--- config.mk ---
export PLATFORM = sky130hd
export DESIGN_NAME = sweep_seq
export DESIGN_NICKNAME = d
export VERILOG_FILES = /design/src/rtl/sweep_seq.sv
export SDC_FILE = /design/constraint.sdc
export NUM_CORES = 1
export LEC_CHECK = 0
export CORE_MARGIN = 8
export CORE_UTILIZATION = 60
export CTS_BUF_LIST = sky130_fd_sc_hd__clkbuf_16
export DETAILED_ROUTE_END_ITERATION = 12
export GPL_ROUTABILITY_DRIVEN = 0
export PLACE_DENSITY_LB_ADDON = 0.12
export SYNTH_ARGS = -nofsm -noshare
export SYNTH_HDL_FRONTEND = slang
export SYNTH_SLANG_ARGS = --single-unit
--- constraint.sdc ---
create_clock -name clk_i -period 5.44 [get_ports clk_i]
set_input_delay 0.544 -clock clk_i [delete_from_list [all_inputs] [get_ports clk_i]]
set_output_delay 0.544 -clock clk_i [all_outputs]
set_load 0.01 [all_outputs]
--- src/rtl/sweep_seq.sv ---
// Steps the voltage ROM address 0..N_ADDR-1: for each step, DAC write, settle, ADC conversion, UART transmit.
// All outputs are registered; strobes last one cycle; waits on done pulses indefinitely, no timeout.
module sweep_seq #(
    parameter int N_ADDR     = 310,
    parameter int ADDR_W     = 9,
    parameter int SETTLE_CYC = 1000,
    parameter int CNT_W      = 20
) (
    input  logic              clk_i,
    input  logic              rst_i,
    input  logic              start_i,
    input  logic              dac_done_i,
    input  logic              adc_done_i,
    input  logic              tx_done_i,
    output logic [ADDR_W-1:0] addr_o,
    output logic              dac_start_o,
    output logic              adc_start_o,
    output logic              tx_start_o,
    output logic              busy_o,
    output logic              done_o
);

    typedef enum logic [3:0] {
        S_IDLE, S_DAC, S_DAC_W, S_SETTLE, S_ADC, S_ADC_W, S_TX, S_TX_W, S_NEXT, S_FIN
    } state_t;

    localparam logic [ADDR_W-1:0] LAST_ADDR   = ADDR_W'(N_ADDR - 1);
    localparam logic [CNT_W-1:0]  SETTLE_LAST = CNT_W'(SETTLE_CYC - 1);

    state_t              state_q, state_d;
    logic [CNT_W-1:0]    cnt_q, cnt_d;
    logic [ADDR_W-1:0]   addr_q, addr_d;
    logic                dac_start_q, dac_start_d;
    logic                adc_start_q, adc_start_d;
    logic                tx_start_q, tx_start_d;
    logic                busy_q, busy_d;
    logic                done_q, done_d;

    always_ff @(posedge clk_i or posedge rst_i) begin
        if (rst_i) begin
            state_q     <= S_IDLE;
            cnt_q       <= '0;
            addr_q      <= '0;
            dac_start_q <= 1'b0;
            adc_start_q <= 1'b0;
            tx_start_q  <= 1'b0;
            busy_q      <= 1'b0;
            done_q      <= 1'b0;
        end else begin
            state_q     <= state_d;
            cnt_q       <= cnt_d;
            addr_q      <= addr_d;
            dac_start_q <= dac_start_d;
            adc_start_q <= adc_start_d;
            tx_start_q  <= tx_start_d;
            busy_q      <= busy_d;
            done_q      <= done_d;
        end
    end

    // Strobe states last one cycle and ignore done inputs, so a same-cycle done pulse is dropped.
    always_comb begin
        state_d = state_q;
        cnt_d   = cnt_q;
        case (state_q)
            S_IDLE:   if (start_i) state_d = S_DAC;
            S_DAC:    state_d = S_DAC_W;
            S_DAC_W: begin
                if (dac_done_i) begin
                    state_d = S_SETTLE;
                    cnt_d   = '0;
                end
            end
            S_SETTLE: begin
                if (cnt_q == SETTLE_LAST) state_d = S_ADC;
                else                      cnt_d   = cnt_q + CNT_W'(1);
            end
            S_ADC:    state_d = S_ADC_W;
            S_ADC_W:  if (adc_done_i) state_d = S_TX;
            S_TX:     state_d = S_TX_W;
            S_TX_W:   if (tx_done_i) state_d = S_NEXT;
            S_NEXT:   state_d = (addr_q == LAST_ADDR) ? S_FIN : S_DAC;
            S_FIN:    state_d = S_IDLE;
            default:  state_d = S_IDLE;
        endcase
    end

    // Outputs are decoded from the next state so the registered copies line up with state_q.
    always_comb begin
        dac_start_d = (state_d == S_DAC);
        adc_start_d = (state_d == S_ADC);
        tx_start_d  = (state_d == S_TX);
        done_d      = (state_d == S_FIN);
        busy_d      = (state_d != S_IDLE) && (state_d != S_FIN);
        addr_d      = addr_q;
        if (state_q == S_NEXT && state_d == S_DAC)
            addr_d = addr_q + ADDR_W'(1);
        else if (state_d == S_FIN || state_d == S_IDLE)
            addr_d = '0;
    end

    assign addr_o      = addr_q;
    assign dac_start_o = dac_start_q;
    assign adc_start_o = adc_start_q;
    assign tx_start_o  = tx_start_q;
    assign busy_o      = busy_q;
    assign done_o      = done_q;

endmodule

Yosys cells after proc, flatten, opt, wreduce, memory -nomap -nowiden:

Cells that the tools add are included.

* register bits after elaboration: 38
* input bits: 6
* output and inout bits: 14

* add/subtract/negate cells: 2
* equal/unequal tests: 17
* multiplexer cells: 12
* reduce and logical (&&, ||, !) cells: 9

Operator list (count)
* $mux 20: 2
* $pmux 20 s2: 1
* $pmux 4 s9: 1
* $eq 4x3->1 const B: 6
* $mux 4: 6
* $add 20x1->20 const B: 1
* $eq 20x10->1 const B: 1
* $mux 9: 2
* $add 9x1->9 const B: 1
* $eq 9x9->1 const B: 1
* $eq 4x1->1 const B: 2
* $eq 4x2->1 const B: 2
* $eq 4x4->1 const B: 2
* $logic_not 4->1: 2
* $ne 2x2->1 const B: 2
* $ne 4x4->1 const B: 1
* $reduce_bool 2->1: 2
* $reduce_bool 4->1: 1
* $reduce_and 3->1: 1
* $logic_and 1x1->1: 2
* $logic_or 1x1->1: 1

Depth between registers and ports, before layout:

* depth after elaboration: 7
* mapped depth: 8

Worst setup path before layout:

No wires, ideal clock.

* kind: register -> register
* start point: register cnt_q[0]
* end point: register busy_q (netlist: busy_o)
* arrival: 1.896 ns
* path slack: 3.420 ns
* cell stages (with the launch flop): 7
* path through: dfrtp_1 ha_1 nand3_1 nor2_2 a32o_2 or4b_1 a211o_1

* cells in the longest elaborated chain, start to end: 5

Ends and longest elaborated chain
* start: declaration: line 31 `logic [CNT_W-1:0] cnt_q, cnt_d;`
* start signal: assignment: line 51 `cnt_q <= cnt_d;`
* $eq 20x10->1 (*): line 75 `if (cnt_q == SETTLE_LAST) state_d = S_ADC;`
* $mux 4 (*): line 75
* $pmux 4 s9 (*): line 65 `case (state_q)`
* named net state_d[2]: line 30 `state_t state_q, state_d;`
* $ne 4x4->1 or $reduce_bool 4->1 (tied branches): line 94 `busy_d = (state_d != S_IDLE) && (state_d != S_FIN);`
* $logic_and 1x1->1 (*): line 94
* named net busy_d: line 36 `logic busy_q, busy_d;`
* end signal: assignment: line 56 `busy_q <= busy_d;`
* end: declaration: line 36

Mark *: on every way through the listed nets, which the timed path passes. The rest lies on a longest branch.
A chain may end at the register's enable or synchronous reset.

Worst setup path after layout:

* start point: register cnt_q[17]
* end point: register busy_q (netlist: busy_o)

* cells in the longest elaborated chain, start to end: 5

Ends and longest elaborated chain (line)
* $eq 20x10->1 (*): 75
* $mux 4 (*): 75
* $pmux 4 s9 (*): 65
* $ne 4x4->1 or $reduce_bool 4->1 (tied branches): 94
* $logic_and 1x1->1 (*): 94
* named net busy_d: 36

Marked as above.

==> impl_results.md <==
- Status: complete, no violations
- Clock Path Buffers: 2
- Nets: 271
- Largest family of logic cells by synthesized area: simple AND/OR/NAND/NOR gates
- Clk_lat worst skew: 0.28 ns
- Post-Synth Simple-Gate Area: 0.296
- TritonCTS buffer count: 5
- CP endpoint kind: flip-flop
- CP max stage cell: or4b_1
- Combinational share of power: 0.262
- Crit path required time: 5.60 ns
- Psw: 292 uW
- Synth async-reset ratio: 1.00
- Clock power frac: 0.324
- Cells along the critical path: nor4_1 -> and3_1 -> a21oi_2 -> or4b_1 -> a211o_1
- Die span in y: 77.8 um
- Power Dens Cells: 323 mW/mm2
- Sequential share of power: 0.414
- Vias in the first global route: 1853
- DP HPWL: 3.45 mm
- Layout cell share with drive strength beyond 1: 0.0913
- CP Launch Point: cnt_q[17]
- Clock Sinks: 38
- Clock root buffer master: clkbuf_16
- Syn Area/Cell: 9.32 um2
- ANT cells: 0
- Worst-margin pin slew: 1.10 ns
- Syn Inst Count: 246
- Most frequent cells in the layout: dfrtp_1 (38), nor2_1 (26), clkdlybuf4s50_1 (19), o21ai_0 (18), nand2_1 (15)
- DP Worst Slack: 2.96 ns
- Adder-cell share of the synthesized area: 0.0164
- Multi-input logic area: 0.00122 mm2
- Mux share of post-synthesis cell area: 0.0131
- Antenna violations before repair: 0
- Final wirelength: 5.19 mm
- Port buffer count: 19
- Post_cts resized: 0
- Sw Ratio: 0.347
- # setup viols final: 0
- Site row count: 22
- Final Cycle Share: 0.456
- P_int: 549 uW
- Post-synthesis compound-gate area fraction: 0.159
- Setup_tns: 0 ns
- FMAX: 403 MHz
- Htree depth: 2
- Hold slack: 0.545 ns
- Xor-xnor portion of the synthesized cell area: 0.0497
- Hold Path Class: flip-flop to flip-flop
- Hold Buf Count CTS: 0
- Fin crit period: 2.48 ns
- Hold_sp: cnt_q[19]
- Distinct cells, synth: 54
- GRT Residual Overflow: 0
- Top_reg_cell synth: dfrtp_1
- Setup bufs post-CTS: 0
- CP bufs+invs: 0
- Starting Density: 0.626
- Critical Path AT: 2.65 ns
- Sequential cell area: 951 um2
- Clk pin slew, worst setup/hold paths: 0.06 ns
- First-pass GRT wire length: 8.93 mm
- Core area: 0.00366 mm2
- Maxcap violations: 0
- Register area share after synthesis: 0.415
- Via count: 1942
- GRT Util Overall: 0.178
- Yosys warnings: 0
- ANT nets after route: 0
- Synthesized flop and latch total: 38
- Post-synth EDFFs: 0
- Net count after synthesis: 255
- Post-DR vias/cell: 6.24
- Slew Limit Headroom: 0.258
- Final Max Slew Viols: 0
- Startpoint Class: flip-flop
- RSZ-0062 raised after global routing: false
- Largest stage delay on the critical path: 0.57 ns
- DRT iter0 DRCs: 196
- Leakage: 1.11 nW
- Hold Vio Cnt, Final: 0
- Total power draw: 841 uW
- Routed wire per std cell: 16.7 um
- Worst Path Max Fanout: 15
- Area delta synth->final: 13.6%
- DIE AREA: 0.00605 mm2
- Drt pass-1 iters: 4
- WS Path Type: flip-flop to flip-flop
- Commonest non-fill, non-tap cell in the layout: dfrtp_1
- Worst vdd ir: 163 uV
- Setup Skew: 0.00514 ns
- Fin worst setup slack: 2.96 ns
- Reg-to-Reg Start: cnt_q[17]
- # DRC: 0
- I/O Pins: 20
- Largest net degree at the start of global routing: 39
- Crit-path leading delay family: simple AND/OR/NAND/NOR gates
- Mapped cell area: 0.00229 mm2
- Die X: 77.8 um
- TritonCTS clock tree: done
- FILL cells: 302
metrics by stage:
stage	utilization	instance area, um2	std cells
after detailed placement	0.674	2470	303
final	0.712	2610	311
after floorplan	-	2290	246
after global routing	0.712	2610	311
after CTS	0.712	2610	311
after global placement	0.674	2470	303
metal layers:
| layer | wire [um] | GRT usage |
|---|---|---|
| met1 | 2460 | 0.246 |
| met2 | 2380 | 0.265 |
| met4 | 80 | 0.0717 |
| met3 | 272 | 0.0369 |
| met5 | 0 | 0 |
final timing paths:
kind                        endpoint  slack [ns]  depth (start not counted)
min                        cnt_q[19]        0.55                          2
min reg2reg                cnt_q[19]        0.55                          2
max                           busy_o        2.96                          5
max in group asynchronous   cnt_q[2]        4.43                          3
min in group asynchronous  addr_o[5]        0.69                          3
max reg2reg                   busy_o        2.96                          5
synthesized netlist by cell type, types with 2 or more instances:
cell,count,area (um2)
nand3_1,10,50.1
a21oi_1,4,20.0
nand4_1,7,43.8
o21bai_1,2,15.0
and3_2,2,15.0
buf_4,5,37.5
or2b_1,2,15.0
nor3_1,9,45.0
and2_1,4,25.0
clkbuf_1,2,7.51
a31oi_1,3,18.8
dfrtp_1,38,951
inv_1,9,33.8
o21ai_0,18,90.1
nor2_1,26,97.6
xor2_1,5,43.8
o211ai_1,7,52.6
and3_1,9,56.3
buf_6,3,33.8
nand2_1,15,56.3
o311ai_0,4,35.0
nor4_1,4,25.0
nor2b_1,4,25.0
or4bb_1,2,22.5
nand2b_1,5,31.3
a31o_2,2,17.5
xnor2_1,8,70.1
o2111ai_1,2,17.5
mux2i_1,3,30.0
a211oi_1,5,37.5
or4b_1,2,20.0
ha_1,3,37.5
power by group through the flow:
stage          Combinational [mW]  Sequential, mW  Clock (mW)
2_1_floorplan               0.196           0.332           0
3_3_place_gp                0.212           0.351           0
3_5_place_dp                0.216           0.353           0
4_1_cts                     0.221           0.348       0.280
5_1_grt                     0.243           0.355       0.288
6_report                    0.220           0.348       0.272
state kept, by name, summed over array words and instances, names as in the netlist:
register     cells
adc_start_o      1
dac_start_o      1
addr_o           9
busy_o           1
done_o           1
cnt_q           20
state_q          4
tx_start_o       1
area by class of cell:
type / instances / share of cell area
clock buffers: 5 / 0.0480
clock inverters: 3 / 0.00480
inverters: 9 / 0.0130
multi-input cells: 188 / 0.470
flip-flops and latches: 38 / 0.365
well taps: 48 / 0.0231
repair buffers: 20 / 0.0759
cell families (layout without fill, tap and decap cells):
logic type / after synthesis / after routing
compound gates: 53 / 53
xor+xnor: 13 / 13
fa+ha+maj: 3 / 3
buf+inv: 20 / 37
flops: 38 / 38
mux: 3 / 3
simple gates: 116 / 116
worst min-delay path, delay by kind of cell (launching register included):
family / cells / cell delay, ns
AND/OR/NAND/NOR: 1 / 0.06
flip-flops: 1 / 0.38
multiplexers: 1 / 0.06
(Power assumes the default switching activity.)
